### config.mk
export PLATFORM = sky130hd
export DESIGN_NAME = player_bullet_controller
export DESIGN_NICKNAME = d
export VERILOG_FILES = /design/src/rtl/player_bullet_controller.sv
export SDC_FILE = /design/constraint.sdc
export NUM_CORES = 1
export LEC_CHECK = 0
export CORE_ASPECT_RATIO = 0.5
export CORE_MARGIN = 10
export CORE_UTILIZATION = 55
export DETAILED_ROUTE_END_ITERATION = 12
export DONT_BUFFER_PORTS = 1
export GPL_ROUTABILITY_DRIVEN = 0
export HOLD_SLACK_MARGIN = 0.08
export MAX_ROUTING_LAYER = met4
export PLACE_DENSITY = 0.7
export SLEW_MARGIN = 25
export SYNTH_ARGS = -nofsm -noshare
export SYNTH_HDL_FRONTEND = slang
export SYNTH_SLANG_ARGS = --single-unit
### constraint.sdc
create_clock -name clk25 -period 2.7 [get_ports clk25]
set_input_delay 0.27 -clock clk25 [delete_from_list [all_inputs] [get_ports clk25]]
set_output_delay 0.27 -clock clk25 [all_outputs]
set_load 0.005 [all_outputs]
### src/rtl/player_bullet_controller.sv
// Player bullet pool: spawns at the muzzle on fire, climbs once per frame, retires off-screen or on hit.
// Define BULLET_AUTOFIRE_EN to re-arm the fire request every cycle while fire_btn is held.
module player_bullet_controller #(
  parameter int unsigned BULLET_COUNT    = 8,
  parameter int unsigned BULLET_SPEED    = 4,
  parameter int unsigned COOLDOWN_FRAMES = 8,
  parameter int unsigned SPAWN_X_OFFSET  = 14,
  parameter int unsigned SPAWN_Y_OFFSET  = 4
) (
  input  logic                         clk25,
  input  logic                         rst_n,
  input  logic                         frame_tick,
  input  logic                         fire_btn,
  input  logic                         clear_all,
  input  logic [9:0]                   player_x,
  input  logic [9:0]                   player_y,
  input  logic [BULLET_COUNT-1:0]      bullet_hit,
  output logic [10*BULLET_COUNT-1:0]   bullet_x,
  output logic [10*BULLET_COUNT-1:0]   bullet_y,
  output logic [BULLET_COUNT-1:0]      bullet_active,
  output logic [15:0]                  shots_fired,
  output logic                         pool_full
);

  localparam int unsigned CW   = 10;
  localparam int unsigned SW   = 16;
  localparam int unsigned CD_W = $clog2(COOLDOWN_FRAMES + 2);

  localparam logic [CW-1:0]   SPEED     = CW'(BULLET_SPEED);
  localparam logic [CW-1:0]   X_OFF     = CW'(SPAWN_X_OFFSET);
  localparam logic [CW-1:0]   Y_OFF     = CW'(SPAWN_Y_OFFSET);
  localparam logic [CD_W-1:0] CD_LOAD   = CD_W'(COOLDOWN_FRAMES);
  localparam logic [SW-1:0]   SHOTS_MAX = {SW{1'b1}};

  logic [CW-1:0]           x_q [BULLET_COUNT];
  logic [CW-1:0]           x_d [BULLET_COUNT];
  logic [CW-1:0]           y_q [BULLET_COUNT];
  logic [CW-1:0]           y_d [BULLET_COUNT];
  logic [BULLET_COUNT-1:0] act_q, act_d;
  logic [SW-1:0]           shots_q, shots_d;
  logic                    full_q, full_d;
  logic                    pend_q, pend_d;
  logic [CD_W-1:0]         cool_q, cool_d;

  logic                    pend_set_c;
  logic                    spawn_c;
  logic                    found_c;
  logic [BULLET_COUNT-1:0] spawn_sel_c;
  logic [CW-1:0]           spawn_x_c;
  logic [CW-1:0]           spawn_y_c;

`ifdef BULLET_AUTOFIRE_EN
  assign pend_set_c = fire_btn;
`else
  logic btn_q;

  // Edge detector resets low so a button held through reset fires once on release.
  always_ff @(posedge clk25 or negedge rst_n) begin
    if (!rst_n) btn_q <= 1'b0;
    else        btn_q <= fire_btn;
  end

  assign pend_set_c = fire_btn & ~btn_q;
`endif

  // Lowest-index slot free at the start of the cycle; slots freed this cycle are not eligible.
  always_comb begin
    spawn_sel_c = '0;
    found_c     = 1'b0;
    for (int j = 0; j < BULLET_COUNT; j++) begin
      if (!act_q[j] && !found_c) begin
        spawn_sel_c[j] = 1'b1;
        found_c        = 1'b1;
      end
    end
  end

  assign spawn_x_c = player_x + X_OFF;
  assign spawn_y_c = (player_y < Y_OFF) ? '0 : (player_y - Y_OFF);
  assign spawn_c   = frame_tick & pend_q & (cool_q == '0) & found_c & ~clear_all;

  always_comb begin
    act_d   = act_q;
    x_d     = x_q;
    y_d     = y_q;
    pend_d  = pend_q;
    cool_d  = cool_q;
    shots_d = shots_q;
    if (clear_all) begin
      act_d  = '0;
      pend_d = 1'b0;
      cool_d = '0;
    end else begin
      // Hit beats motion; a bullet hit on a frame tick retires in place.
      for (int j = 0; j < BULLET_COUNT; j++) begin
        if (act_q[j]) begin
          if (bullet_hit[j]) begin
            act_d[j] = 1'b0;
          end else if (frame_tick) begin
            if (y_q[j] >= SPEED) y_d[j] = y_q[j] - SPEED;
            else                 act_d[j] = 1'b0;
          end
        end else if (spawn_c && spawn_sel_c[j]) begin
          x_d[j]   = spawn_x_c;
          y_d[j]   = spawn_y_c;
          act_d[j] = 1'b1;
        end
      end
      if (pend_set_c)   pend_d = 1'b1;
      else if (spawn_c) pend_d = 1'b0;
      if (spawn_c) begin
        cool_d = CD_LOAD;
        if (shots_q != SHOTS_MAX) shots_d = shots_q + SW'(1);
      end else if (frame_tick && (cool_q != '0)) begin
        cool_d = cool_q - CD_W'(1);
      end
    end
    full_d = &act_d;
  end

  always_ff @(posedge clk25 or negedge rst_n) begin
    if (!rst_n) begin
      for (int j = 0; j < BULLET_COUNT; j++) begin
        x_q[j] <= '0;
        y_q[j] <= '0;
      end
      act_q   <= '0;
      shots_q <= '0;
      full_q  <= 1'b0;
      pend_q  <= 1'b0;
      cool_q  <= '0;
    end else begin
      for (int j = 0; j < BULLET_COUNT; j++) begin
        x_q[j] <= x_d[j];
        y_q[j] <= y_d[j];
      end
      act_q   <= act_d;
      shots_q <= shots_d;
      full_q  <= full_d;
      pend_q  <= pend_d;
      cool_q  <= cool_d;
    end
  end

  for (genvar j = 0; j < BULLET_COUNT; j++) begin : g_pack
    assign bullet_x[CW*j +: CW] = x_q[j];
    assign bullet_y[CW*j +: CW] = y_q[j];
  end

  assign bullet_active = act_q;
  assign shots_fired   = shots_q;
  assign pool_full     = full_q;

endmodule

==> flow_summary.ini, run 1 <==
[synth]
yosysSeqAreaShare_pct = 49.5
synth_top_area_share_pct = 49.5
ys_top_cells_by_area = dfrtp_1, o21ai_0, nand2_1
synthesis.area_um2 = 9660
avgSynthCellArea_um2 = 9.52
async_reset_ff_share_pct = 100
yosys_warnings = 0
synth_edf_count = 0
synth_flop_cell = dfrtp_1
netlist_instances = 1015
synth_cell_types = 78
ys_ff_latch = 191
synth_top_area_cell = dfrtp_1
synthesis.nets = 1068

[layout]
layout_commonest_cell = dfrtp_1
final_cell_mix = dfrtp_1, nand2_1, o21ai_0, nor2_1, nor3_1
nFillCells = 1428
multi_input_area_um2 = 4570
diodes = 0
fin_cells = 1272
post-route-util_pct = 61.3
seqCellArea_um2 = 4780
post_route_cells_drive_above_1_share_pct = 10.5
nNetsFinal = 1079
syn_to_final_growth_pct = 9.93

[die]
dieArea_um2 = 23600
core_area_um2 = 17300
die_h_um = 114
die_w_um = 207
pin_count = 218
std_cell_rows = 34
start_util_pct = 55.8

[timing]
fmax_mhz = 394
fin_worst_skew_ns = 0.0106
final.min_clock_period_ns = 2.54
final_max_slew_viol_count = 0
rsz0062_at_grt = false
setup_tns_ns = 0
hold_viol_final = 191
tightest_slew_ns = 0.876
whs_ns = -0.477
fin_crit_sh_pct = 94.1
setup_viol = 0
slew_headroom_pct = 41.2

[drt]
viasPerCell = 6.36
drt_iter0_drc = 764
drc = 0
routedWlPerCell_um = 23.2
drtAntennaViolNets = 0
routed_wirelength_um = 29500
via_count = 8093
firstDrtPassIters = 5

[outcome]
failed_checks = hold timing
status = finished, violations left

[global_routing]
grt_pass1_vias = 7650
grt_max_degree = 192
grt_pass1_wl_um = 45700
grt_overflow_total = 0
grt_usage_pct = 25.1
antenna_found_initial = 0

[worst_setup_path]
cp-end-kind = register
cp-start-kind = register
critical_path_arrival_ns = 2.85
crit_type = register to register
reg2reg_slack_ns = 0.16
cp.required_ns = 3.01
path_max_fanout = 22

[power_and_ir_drop]
ir_drop_uv = 540
p_per_area_nw_per_um2 = 640
p_leak_uw = 0.00464

[clocking]
hold_buffers = 6
cts_root_buffer = clkbuf_16
cts.clk_slew.worst_paths_ns = 0.08
clock_sinks = 191
cts_buffers = 17
htreeDepth = 4
insertion_delay_ns = 0.43
clk_path_buf_depth = 2
cts_tree = yes

[placement]
dp_cells = 1235
numPortBuffers = 0
post-dp-hpwl_um = 21000

[worst_hold_path]
min_path_type = input pin to asynchronous set/reset pin

[job]
max-cap-violations = 0
-- cell usage after synthesis, types with 4 or more instances --
cell,instances
buf_2,8
a21oi_1,26
a222oi_1,6
xor2_1,17
a211o_1,7
or3b_2,4
mux2i_1,7
clkbuf_1,32
a221oi_1,20
and4_1,6
nor3b_1,17
nor2b_1,10
nor4b_1,11
a211oi_1,5
o22ai_1,9
or3_1,9
nand4_1,15
nor3_1,36
nor2_1,78
and2_1,6
dfrtp_1,191
o21ai_0,118
and3_1,6
and4b_1,5
nand3_1,30
mux2_2,16
inv_1,30
nor4_1,4
o31ai_1,12
or2_2,5
ha_1,20
a21o_1,5
nand2b_1,16
nand2_1,155
xnor2_1,6
-- timing repair --
| action | 4_1_cts | 5_1_grt |
|---|---|---|
| hold endpoints to repair | 222 | 191 |
| gates resized for setup | 1 | 1 |
| setup endpoints to repair | 1 | 1 |
| setup buffers | 0 | 0 |
| gates cloned | 0 | 0 |
-- path summary, 6_finish.rpt --
path	start	to	cells after the start
setup / recovery	bullet_y[73]$_DFFE_PN0P_	bullet_y[78]$_DFFE_PN0P_	7
setup reg to reg	bullet_y[73]$_DFFE_PN0P_	bullet_y[78]$_DFFE_PN0P_	7
max in group asynchronous	rst_n	bullet_y[50]$_DFFE_PN0P_	0
hold reg to reg	bullet_x[62]$_DFFE_PN0P_	bullet_x[62]$_DFFE_PN0P_	2
hold / removal	rst_n	bullet_x[28]$_DFFE_PN0P_	0
min in group clk25	frame_tick	bullet_active[0]$_DFF_PN0_	2
-- worst max-delay path: stages (launching register included) --
cell	delay [ns]
dfrtp_1	0.43
inv_1	0.10
ha_1	0.18
or3b_1	0.47
nor4_2	0.36
a211o_2	0.40
nor3_1	0.10
a2111o_1	0.40
-- final cells by class --
type / count / area share, %
repair buffers: 39 / 2.90
clock buffers: 18 / 4.04
well taps: 234 / 2.76
inverters: 30 / 1.06
clock inverters: 13 / 1.23
multi-input cells: 747 / 43.0
flip-flops and latches: 191 / 45.0
-- sequential cells by signal, summed over array words and instances, names as in the netlist --
register,cells
pend_q,1
cool_q,4
bullet_active,8
shots_fired,16
bullet_y,80
bullet_x,80
pool_full,1
btn_q,1
-- layer usage --
metal | part of all wire, % | GRT usage (%) | up-vias
met5 | 0 | - | -
met4 | 2.8 | 8.65 | 0
met3 | 9.5 | 8.13 | 55
met2 | 46 | 38.0 | 321
met1 | 42 | 31.4 | 4007
li1 | - | - | 3710
-- cells by family after synthesis --
| logic type | share of synthesized area, % |
|---|---|
| AOI/OAI and AO/OA | 16.9 |
| xor gates and xnor gates | 2.09 |
| adders and majority gates | 2.59 |
| buffers and inverters | 3.34 |
| DFF | 49.5 |
| muxes | 2.59 |
| and+or+nand+nor | 23.0 |
-- power breakdown --
part,internal [uW],switching (uW),total (uW)
Sequential,3110,370,3480
Combinational,368,496,865
Clock,1220,1230,2450
Total,4700,2100,6800
-- per-stage QoR --
stage               setup slack (ns)  instance area, um2  hold WS (ns)  power, uW
floorplan                      0.490                9660       -0.0256       4040
global placement               0.155                9990       -0.0194       4330
detailed placement           0.00997                9990       -0.0211       4370
CTS                            0.118               10600        -0.489       6830
global route                  0.0322               10600        -0.504       7120
finish                         0.160               10600        -0.477       6800
Note: power is estimated with default switching activity, not from simulation.
==> run 2, diff against run 1 <==
--- a/config.mk
+++ b/config.mk
@@ -14,6 +14,7 @@
 export HOLD_SLACK_MARGIN = 0.08
 export MAX_ROUTING_LAYER = met4
 export PLACE_DENSITY = 0.7
+export SETUP_SLACK_MARGIN = 0.05
 export SLEW_MARGIN = 25
 export SYNTH_ARGS = -nofsm -noshare
 export SYNTH_HDL_FRONTEND = slang
==> run 2 against run 1 <==
Compared with the run above:
- the flow still finishes with violations (hold timing)
- critical endpoint is now bullet_y[57]$_DFFE_PN0P_
- sequential power about the same
- maximum frequency up 2.3%
- clock power barely moved
- total power up 0.10%
- worst setup slack improved by 0.057 ns
- highest routed layer unchanged
- sequential share of layout area barely moved
- non-clock buffer count unchanged
- critical path depth unchanged
- first-iteration DRC count grew 14%
- critical path type unchanged
- core utilization is essentially flat
- largest power group unchanged
- worst hold slack improved by 0.0010 ns
==> flow_summary.ini, run 2 (synthesized netlist as in run 1, its figures left out) <==
[outcome]
status = finished, violations left
failed_checks = hold timing

[worst_setup_path]
cp.required_ns = 3.07
crit_path_top_delay_cell = or3_4
path_buf_inv = 1
cp-end-kind = register
path_cells = inv_1 -> ha_1 -> and4bb_2 -> a41oi_1 -> or3_4 -> nor4b_1 -> a211o_1
critical_path_arrival_ns = 2.85
crit_family = simple AND/OR/NAND/NOR gates
crit_type = register to register
cp-start-kind = register
path_max_fanout = 14
slowest_delay_ns = 0.55

[timing]
setup_tns_ns = 0
setup_viol = 0
whs_ns = -0.476
final_max_slew_viol_count = 0
final.min_clock_period_ns = 2.48
rsz0062_at_grt = false
slew_headroom_pct = 41.9
setup_slack_ns = 0.216
fin_worst_skew_ns = 0.0105
tightest_slew_ns = 0.865
hold_viol_final = 191
fmax_mhz = 403
fin_crit_sh_pct = 92.0

[global_routing]
grt_pass1_vias = 7650
grt_usage_pct = 25.1
grt_max_degree = 192
grt_pass1_wl_um = 45700
grt_overflow_total = 0
antenna_found_initial = 0

[job]
max-cap-violations = 0

[clocking]
htreeDepth = 4
cts_root_buffer = clkbuf_16
insertion_delay_ns = 0.43
clock_sinks = 191
cts_buffers = 17
clk_path_buf_depth = 2
cts.clk_slew.worst_paths_ns = 0.08
cts_tree = yes
cts_setup_buffers = 0
hold_buffers = 6

[drt]
drc = 0
via_count = 8109
routed_wirelength_um = 29500
viasPerCell = 6.38
routedWlPerCell_um = 23.2
drtAntennaViolNets = 0
firstDrtPassIters = 5
drt_iter0_drc = 873

[die]
die_h_um = 114
start_util_pct = 55.8
dieArea_um2 = 23600
die_w_um = 207
core_area_um2 = 17300
pin_count = 218
std_cell_rows = 34

[power_and_ir_drop]
p_leak_uw = 0.00464
clkPwrFrac_pct = 36.1
p_per_area_nw_per_um2 = 640
sequentialPowerShare_pct = 51.2
share_comb_of_total_power_pct = 12.7
swShare_pct = 30.9
internal-power_uw = 4700
power_switching_uw = 2100
ir_drop_uv = 539

[layout]
post_route_cells_drive_above_1_share_pct = 10.5
post-route-util_pct = 61.4
nFillCells = 1428
diodes = 0
syn_to_final_growth_pct = 10.0
layout_commonest_cell = dfrtp_1
final_cell_mix = dfrtp_1, nand2_1, o21ai_0, nor2_1, nor3_1
nNetsFinal = 1079

[placement]
post-dp-hpwl_um = 21000
numPortBuffers = 0
dpl_worst_slack_ns = 0.00997

[worst_hold_path]
min_path_type = input pin to asynchronous set/reset pin
## run 2: power groups by stage
stage	Combinational [uW]	Sequential [uW]	Clock, uW
2_1_floorplan	653	3390	0
3_3_place_gp	796	3530	0
4_1_cts	855	3490	2490
5_1_grt	978	3530	2610
3_5_place_dp	833	3540	0
6_report	866	3480	2460
## run 2: routing by layer
layer | routed length [um] | global-route usage, % | vias up
li1 | - | - | 3707
met1 | 12300 | 31.4 | 4015
met2 | 13500 | 38.0 | 334
met3 | 2900 | 8.13 | 53
met4 | 842 | 8.65 | 0
met5 | 0 | - | -
## run 2: what timing repair did
item	CTS	global route
endpoints found under the hold margin	222	191
setup endpoints to repair	1	4
pin swaps	0	0
resized for setup	1	2
cloned	0	0
## run 2: cell type report
cell class              instances  area, um2  area share (%)
flip-flops and latches        191       4780            45.0
multi-input cells             747       4570            43.0
clock buffers                  18        429            4.04
repair buffers                 39        308            2.90
well taps                     234        293            2.76
clock inverters                13        130            1.22
inverters                      30        113            1.06
## run 2: metrics by stage
step | cell area, um2 | cells | hold slack [ns] | power (uW)
floorplan | 9660 | 1015 | -0.0256 | 4040
global placement | 9990 | 1235 | -0.0194 | 4330
detailed placement | 9990 | 1235 | -0.0211 | 4370
CTS | 10600 | 1272 | -0.489 | 6830
global route | 10600 | 1272 | -0.504 | 7120
finish | 10600 | 1272 | -0.476 | 6800
## run 2: worst paths after layout
| path | startpoint | endpoint | slack, ns | cells past startpoint |
|---|---|---|---|---|
| setup / recovery | cool_q[0]$_DFFE_PN0P_ | bullet_y[57]$_DFFE_PN0P_ | 0.22 | 7 |
| hold / removal | rst_n | bullet_x[28]$_DFFE_PN0P_ | -0.48 | 0 |
| setup reg to reg | cool_q[0]$_DFFE_PN0P_ | bullet_y[57]$_DFFE_PN0P_ | 0.22 | 7 |
| hold reg to reg | bullet_x[62]$_DFFE_PN0P_ | bullet_x[62]$_DFFE_PN0P_ | 0.52 | 2 |
| max in group asynchronous | rst_n | bullet_y[62]$_DFFE_PN0P_ | 2.74 | 0 |
| min in group clk25 | frame_tick | bullet_active[0]$_DFF_PN0_ | 0.10 | 2 |
==> run 3, diff against run 2 <==
--- a/config.mk
+++ b/config.mk
@@ -14,6 +14,7 @@
 export HOLD_SLACK_MARGIN = 0.08
 export MAX_ROUTING_LAYER = met4
 export PLACE_DENSITY = 0.7
+export RECOVER_POWER = 100
 export SETUP_SLACK_MARGIN = 0.05
 export SLEW_MARGIN = 25
 export SYNTH_ARGS = -nofsm -noshare
==> run 3 against run 2 <==
Compared with the run above:
- the run still ends with hold timing left
- register-to-register slack is essentially flat
- sequential power about the same
- worst hold slack worse by 0.0028 ns
- first-iteration DRC count down 11%
- largest power group unchanged
- core utilization shrank 0.42 points
- global-route usage is the same
- total power about the same
==> flow_summary.ini, run 3 (synthesized netlist as in run 1, its figures left out) <==
[outcome]
status = finished, violations left
failed_checks = hold timing

[drt]
routed_wirelength_um = 29600
drc = 0
drtAntennaViolNets = 0
firstDrtPassIters = 6
viasPerCell = 6.35
via_count = 8083
routedWlPerCell_um = 23.2
drt_iter0_drc = 776

[timing]
hold_viol_final = 191
final_max_slew_viol_count = 0
final.min_clock_period_ns = 2.50
fin_worst_skew_ns = 0.0128
whs_ns = -0.479
tightest_slew_ns = 0.876
fmax_mhz = 400
rsz0062_at_grt = false
slew_headroom_pct = 41.2
fin_crit_sh_pct = 92.5
setup_tns_ns = 0
setup_viol = 0

[worst_hold_path]
min_path_type = input pin to asynchronous set/reset pin

[die]
std_cell_rows = 34
start_util_pct = 55.8
pin_count = 218
core_area_um2 = 17300
die_w_um = 207
dieArea_um2 = 23600
die_h_um = 114

[layout]
nNetsFinal = 1079
syn_to_final_growth_pct = 9.26
fin_cells = 1272
layout_commonest_cell = dfrtp_1
diodes = 0
post_route_cells_drive_above_1_share_pct = 9.15
final_cell_mix = dfrtp_1, nand2_1, o21ai_0, nor2_1, nor3_1

[clocking]
htreeDepth = 4
clock_sinks = 191
clk_path_buf_depth = 2
hold_buffers = 6
cts.clk_slew.worst_paths_ns = 0.08
insertion_delay_ns = 0.44
cts_buffers = 17
cts_tree = yes
cts_setup_buffers = 0
cts_root_buffer = clkbuf_16

[placement]
numPortBuffers = 0
dp_cells = 1235
post-dp-hpwl_um = 21000

[worst_setup_path]
reg2reg_slack_ns = 0.20
crit_type = register to register
critical_path_arrival_ns = 2.87
cp-start-kind = register
r2r-end = bullet_y[57]$_DFFE_PN0P_
crit_path_top_delay_cell = or3_4
slowest_delay_ns = 0.55
cp-end-kind = register
cp.required_ns = 3.07
path_cells = inv_1 -> ha_1 -> and4bb_2 -> a41oi_1 -> or3_4 -> nor4b_1 -> a211o_1
reg2reg_depth = 7
path_max_fanout = 14
reg2reg_from = cool_q[0]$_DFFE_PN0P_

[global_routing]
grt_overflow_total = 0
grt_max_degree = 192
grt_pass1_wl_um = 45700
grt_usage_pct = 25.1
grt_pass1_vias = 7650
antenna_found_initial = 0

[power_and_ir_drop]
p_leak_uw = 0.00459
ir_drop_uv = 544
p_per_area_nw_per_um2 = 644

[job]
max-cap-violations = 0
==> run 3: cell count changes in the layout (fill, tap and decap cells not counted), sizes merged <==
cell	change
buf	-20
clkbuf	+20
==> run 3: layout make-up <==
| class | instances | area [um2] |
|---|---|---|
| clock buffer | 18 | 429 |
| timing repair buffer | 39 | 243 |
| clock inverter | 13 | 130 |
| fill | 1446 | 6760 |
| multi-input combinational | 747 | 4570 |
| tap | 234 | 293 |
| sequential | 191 | 4780 |
| inverter | 30 | 113 |
==> run 3: critical path, delay by kind of cell, from the launching register on <==
family	cells	cell delay, ns
AND/OR/NAND/NOR	3	1.27
AO/OA/AOI/OAI	2	0.43
flip-flops	1	0.38
adder cells (fa/ha/maj)	1	0.26
buffers and inverters	1	0.10
==> run 3: worst max path at each step <==
stage | startpoint | endpoint | slack [ns]
after floorplan | bullet_y[22]$_DFFE_PN0P_ | bullet_y[22]$_DFFE_PN0P_ | 0.49
final | cool_q[0]$_DFFE_PN0P_ | bullet_y[57]$_DFFE_PN0P_ | 0.20
after global routing | bullet_y[22]$_DFFE_PN0P_ | bullet_y[25]$_DFFE_PN0P_ | 0.05
after detailed placement | cool_q[0]$_DFFE_PN0P_ | bullet_y[22]$_DFFE_PN0P_ | 0.01
after global placement | cool_q[0]$_DFFE_PN0P_ | bullet_y[22]$_DFFE_PN0P_ | 0.15
after CTS | cool_q[0]$_DFFE_PN0P_ | bullet_y[57]$_DFFE_PN0P_ | 0.12
==> run 3: per-stage QoR <==
stage | total power, uW | utilization (%) | cell area, um2 | worst slack [ns] | hold slack, ns
after global routing | 7110 | 61.0 | 10600 | 0.0516 | -0.504
after detailed placement | 4370 | 57.7 | 9990 | 0.00997 | -0.0211
after CTS | 6830 | 61.3 | 10600 | 0.118 | -0.489
final | 6800 | 61.0 | 10600 | 0.202 | -0.479
after global placement | 4330 | 57.7 | 9990 | 0.155 | -0.0194
after floorplan | 4040 | - | 9660 | 0.490 | -0.0256
==> run 3: report_power, final <==
part / switching [uW] / leakage, uW / internal, uW
sequential: 371 / 0.00252 / 3110
combinational: 498 / 0.00180 / 362
clock: 1240 / 0.000262 / 1220
total: 2110 / 0.00459 / 4690
==> run 3: repair_timing <==
action,4_1_cts,5_1_grt
gates resized for setup,1,2
endpoints found under the setup margin,1,4
endpoints found under the hold margin,222,191
==> run 3: routing by layer <==
layer,share of wire (%),vias to the layer above,GRT usage [%]
li1,-,3707,-
met1,42,4008,31.4
met2,46,320,38.0
met3,9.6,48,8.13
met4,2.5,0,8.65
met5,0,-,-
==> edit 1: new RTL, settings of run 1 <==
Put one more register stage on the output `shots_fired`, without a reset. The value now appears one clock later. The other outputs are not delayed to match.
--- a/src/rtl/player_bullet_controller.sv
+++ b/src/rtl/player_bullet_controller.sv
@@ -148,7 +148,9 @@
   end
 
   assign bullet_active = act_q;
-  assign shots_fired   = shots_q;
+  always_ff @(posedge clk25) begin
+    shots_fired <= shots_q;
+  end
   assign pool_full     = full_q;
 
 endmodule
Function: changed (a bounded check fails within 4 cycles, from zero or initial values and one cycle with rst_n low).
==> edit 1 against run 1 <==
The flow still finishes with violations (negative hold slack); total power is 11% higher; clock power is 17% higher; wire length is 5.2% higher; utilization is 2.3 points higher; final area is 5.5% higher; synthesized area is 3.8% higher; cell count is 3.3% higher; sequential cell count is 16 higher; worst setup slack worse by 0.023 ns.
==> edit 1: results (changes against run 1) <==
CP arrival -> 2.93 ns (+0.08 ns)
Initial core utilization -> 56.9% (+1.1 points)
Vias/cell -> 6.24 (-2.0%)
Status -> complete, but fails checks
Netlist cell types -> 84 (+7.7%)
First-pass GRT wire length -> 48,200 um (+5.5%)
WHS -> -0.527 ns (-0.0504 ns)
HPWL after DPL -> 22,700 um (+8.0%)
Lkg Pwr -> 4.91 nW (+5.8%)
XOR/XNOR Fraction of Synth Area -> 2.10% (+0.012 points)
Share of cells above drive strength 1 -> 13.1% (+2.6 points)
Routed WL per cell -> 23.6 um (+1.8%)
Slowest CP cell -> or4_1
Seq/Total Area, Yosys -> 50.9% (+1.4 points)
Post-synth top cells -> dfrtp_1 (191), nand2_1 (155), o21ai_0 (102)
Placed cell areas -> 0.0105 mm2 (+4.7%)
Endpoints failing hold -> 191 (unchanged)
Violated checks -> negative hold slack
Mux contribution to synthesized area -> 2.56% (-0.032 points)
Dpl cells -> 1,273 (+3.1%)
Number of global-route vias before repair -> 7,948 (+3.9%)
TritonCTS buffer count -> 20 (+3)
Worst-Skew Late Latency -> 0.50 ns (+0.07 ns)
CTS H-tree lvls -> 1 (-3)
Clock skew -> 0.0181 ns (+0.00742 ns)
Worst reg2reg path startpoint -> cool_q[0]$_DFFE_PN0P_
Peak supply drop -> 0.000535 V (-0.96%)
Top-area cell type share of the netlist area -> 47.7% (-1.8 points)
Post-Synth Adder-Cell Area -> 2.50% (-0.094 points)
Total wire length -> 31,000 um (+5.2%)
Syn Inst Count -> 1,040 (+2.5%)
R2R Setup Slk -> 0.14 ns (-0.02 ns)
Critical Path Max Stage Delay -> 0.51 ns (+0.04 ns)
Synthesized Nets -> 1,093 (+2.3%)
GRT Util Overall -> 25.9% (+0.73 points)
Async SR Flop Fraction -> 92.3% (-7.7 points)
Clk slew on worst S/H paths -> 0.06 ns (-0.02 ns)
Dominant cells by area after synthesis -> dfrtp_1 (48%), nand2_1 (5.8%), o21ai_0 (5.1%)
Final Cycle Share -> 94.9% (+0.84 points)
DP Worst Slack -> 0.116 ns (+0.106 ns)
Crit path max fanout -> 8 (-64%)
Compound-gate portion of the synthesized area -> 16.7% (-0.15 points)
Max Root-Sink Buffers -> 3 (+1)
Reg2reg end -> bullet_y[59]$_DFFE_PN0P_
==> edit 1: critical path: cells and delay by family (launching register included) <==
family                     cells  cell delay, ns
and+or+nand+nor                4            1.28
AOI/OAI and AO/OA              1            0.42
DFF                            1            0.39
adders and majority gates      1            0.24
buffers and inverters          1            0.10
==> edit 1: what timing repair did <==
action / in CTS / in global routing
setup endpoints to repair: 0 / 20
endpoints found under the hold margin: 223 / 191
gates resized for setup: 0 / 6
==> edit 1: kinds of logic (layout without fill, tap and decap cells) <==
| logic type | Yosys count | after routing |
|---|---|---|
| AO/OA/AOI/OAI | 254 | 254 |
| flip-flops | 207 | 207 |
| XOR/XNOR | 24 | 24 |
| multiplexers | 24 | 24 |
| adder cells (fa/ha/maj) | 20 | 20 |
| AND/OR/NAND/NOR | 431 | 431 |
| buffers and inverters | 80 | 120 |
==> edit 1: area by class of cell <==
type                            instances  area (um2)
Inverter                               34         128
Sequential cell                       207        5100
Clock buffer                           28         571
Timing Repair Buffer                   51         398
Fill cell                            1463        6400
Tap cell                              234         293
Clock inverter                          7        98.8
Multi-Input combinational cell        753        4620
==> edit 1: power by group <==
| part | total (mW) | switching (mW) | internal (mW) | leakage, nW |
|---|---|---|---|---|
| Sequential | 3.75 | 0.378 | 3.37 | 2.67 |
| Clock | 2.86 | 1.19 | 1.67 | 0.327 |
| Combinational | 0.946 | 0.530 | 0.416 | 1.91 |
==> edit 1: metal layers <==
metal	wire length [um]	share of wire (%)	GRT usage [%]	vias up
li1	-	-	-	3779
met1	12900	42	33.1	4025
met2	13900	45	39.2	352
met3	3770	12	9.49	37
met4	374	1.2	4.46	0
met5	0	0	-	-
==> edit 2: new RTL, flow settings as in run 1 <==
Without the edit above. Add a define of `BULLET_AUTOFIRE_EN`.
--- a/src/rtl/player_bullet_controller.sv
+++ b/src/rtl/player_bullet_controller.sv
@@ -1,5 +1,7 @@
 // Player bullet pool: spawns at the muzzle on fire, climbs once per frame, retires off-screen or on hit.
 // Define BULLET_AUTOFIRE_EN to re-arm the fire request every cycle while fire_btn is held.
+`define BULLET_AUTOFIRE_EN
+
 module player_bullet_controller #(
   parameter int unsigned BULLET_COUNT    = 8,
   parameter int unsigned BULLET_SPEED    = 4,
Formal check against the unedited RTL: not equivalent (a bounded check fails within 4 cycles, from zero or initial values and one cycle with rst_n low).
==> edit 2 against run 1 <==
The flow still finishes with violations (negative hold slack); sequential cell count down 1; synthesized area decreased by 1.9%; hold slack better by 0.0084 ns; total power grew 3.4%; count of clock-buffer cells in the layout unchanged; cell count decreased by 0.63%; die area down 1.6%; utilization is 2.5 points higher; worst setup slack worse by 0.041 ns; wire length is 1.5% higher; final area about the same; critical endpoint is now bullet_y[34]$_DFFE_PN0P_.
==> edit 2: results (changes against run 1) <==
Post-synth top cells -> dfrtp_1 (190), nand2_1 (142), o21ai_0 (84)
Post-Syn Area -> 0.00948 mm2 (-1.9%)
Largest net degree at the start of global routing -> 191 (-0.52%)
Synthesized Nets -> 1,052 (-1.5%)
Max_slew headroom -> 43.5% (+2.3 points)
Crit-path leading delay family -> simple AND/OR/NAND/NOR gates
WHS -> -0.469 ns (+0.00838 ns)
Critical Path Max Stage Delay -> 0.54 ns (+0.07 ns)
Slowest CP cell -> or4_1
CTS H-tree lvls -> 4 (unchanged)
Async SR Flop Fraction -> 100% (unchanged)
Port Buffers -> 0 (unchanged)
Ys Warns -> 0 (unchanged)
Dominant cells by area after synthesis -> dfrtp_1 (50%), nand2_1 (5.6%), o21ai_0 (4.4%)
Clock skew -> 0.00969 ns (-0.000945 ns)
Root Buffer -> clkbuf_16
Hold Crit Class -> in2async
Fill cell count -> 1,374 (-3.8%)
CP arrival -> 2.90 ns (+0.05 ns)
Violated checks -> negative hold slack
Syn Inst Count -> 999 (-1.6%)
Lkg Pwr -> 4.57 nW (-1.5%)
Dpl cells -> 1,226 (-0.73%)
# hold bufs at CTS -> 5 (-1)
Status -> complete, but fails checks
HPWL after DPL -> 21,600 um (+2.8%)
Seq/Total Area, Yosys -> 50.2% (+0.67 points)
Max Root-Sink Buffers -> 2 (unchanged)
GRT Util Overall -> 26.1% (+0.93 points)
Endpoints failing hold -> 190 (-0.52%)
Via count -> 8,123 (+0.37%)
Number of setup buffers added after CTS -> 0 (unchanged)
Peak supply drop -> 0.000514 V (-4.8%)
Number of global-route vias before repair -> 7,547 (-1.3%)
Worst Setup SP -> bullet_y[33]$_DFFE_PN0P_
Share of cells above drive strength 1 -> 11.0% (+0.50 points)
Clk slew on worst S/H paths -> 0.07 ns
First-pass GRT wire length -> 46,200 um (+1.1%)
Initial antenna violation count -> 1 (+1)
Netlist cell types -> 69 (-12%)
TritonCTS buffer count -> 17 (unchanged)
Vias/cell -> 6.43 (+1.0%)
1st-iter DRT viols -> 711 (-6.9%)
Routed WL per cell -> 23.7 um (+2.2%)
[edit 2: per-stage QoR]
step	total power, mW	setup slack (ns)	utilization (%)	cell area, um2
finish	7.03	0.119	63.9	10600
global route	7.36	0.00359	63.9	10600
CTS	7.04	0.0844	63.6	10600
detailed placement	4.48	0.0990	59.7	9940
global placement	4.43	0.195	59.7	9940
floorplan	4.11	0.114	-	9480
[edit 2: cells by family after synthesis]
family | Yosys count | share of synthesized area, %
AO/OA/AOI/OAI | 247 | 16.6
flip-flops | 190 | 50.2
buffers and inverters | 85 | 3.48
adder cells (fa/ha/maj) | 20 | 2.64
AND/OR/NAND/NOR | 412 | 22.4
XOR/XNOR | 23 | 2.12
multiplexers | 22 | 2.51
[edit 2: worst paths after layout]
| check | to | slack (ns) | cells past startpoint |
|---|---|---|---|
| max | bullet_y[34]$_DFFE_PN0P_ | 0.12 | 8 |
| max in group asynchronous | bullet_y[71]$_DFFE_PN0P_ | 2.84 | 0 |
| min in group clk25 | bullet_active[4]$_DFF_PN0_ | 0.13 | 2 |
| min | bullet_y[33]$_DFFE_PN0P_ | -0.47 | 0 |
| max reg2reg | bullet_y[34]$_DFFE_PN0P_ | 0.12 | 8 |
| min reg2reg | bullet_x[0]$_DFFE_PN0P_ | 0.52 | 2 |
[edit 2: timing repair]
item	in CTS	in global routing
resized for setup	0	6
endpoints found under the hold margin	220	190
endpoints found under the setup margin	0	26
[edit 2: where the power goes]
group / internal (mW) / switching (mW) / leakage [nW]
combinational: 0.393 / 0.550 / 1.77
clock: 1.33 / 1.23 / 0.286
sequential: 3.13 / 0.403 / 2.51
total: 4.85 / 2.18 / 4.57
[edit 2: layout make-up]
cell class	instances	area share [%]
Tap cell	227	2.67
Antenna cell	1	0.0235
Clock inverter	14	1.61
Timing Repair Buffer	51	3.76
Clock buffer	18	4.04
Sequential cell	190	44.7
Multi-Input combinational cell	724	41.8
Inverter	39	1.38
[edit 2: metal layers]
metal | vias to the layer above | GRT usage, % | wire length, um
li1 | 3673 | - | -
met1 | 4040 | 33.4 | 12300
met2 | 370 | 39.1 | 13700
met3 | 40 | 8.68 | 3470
met4 | 0 | 6.38 | 546
met5 | - | - | 0
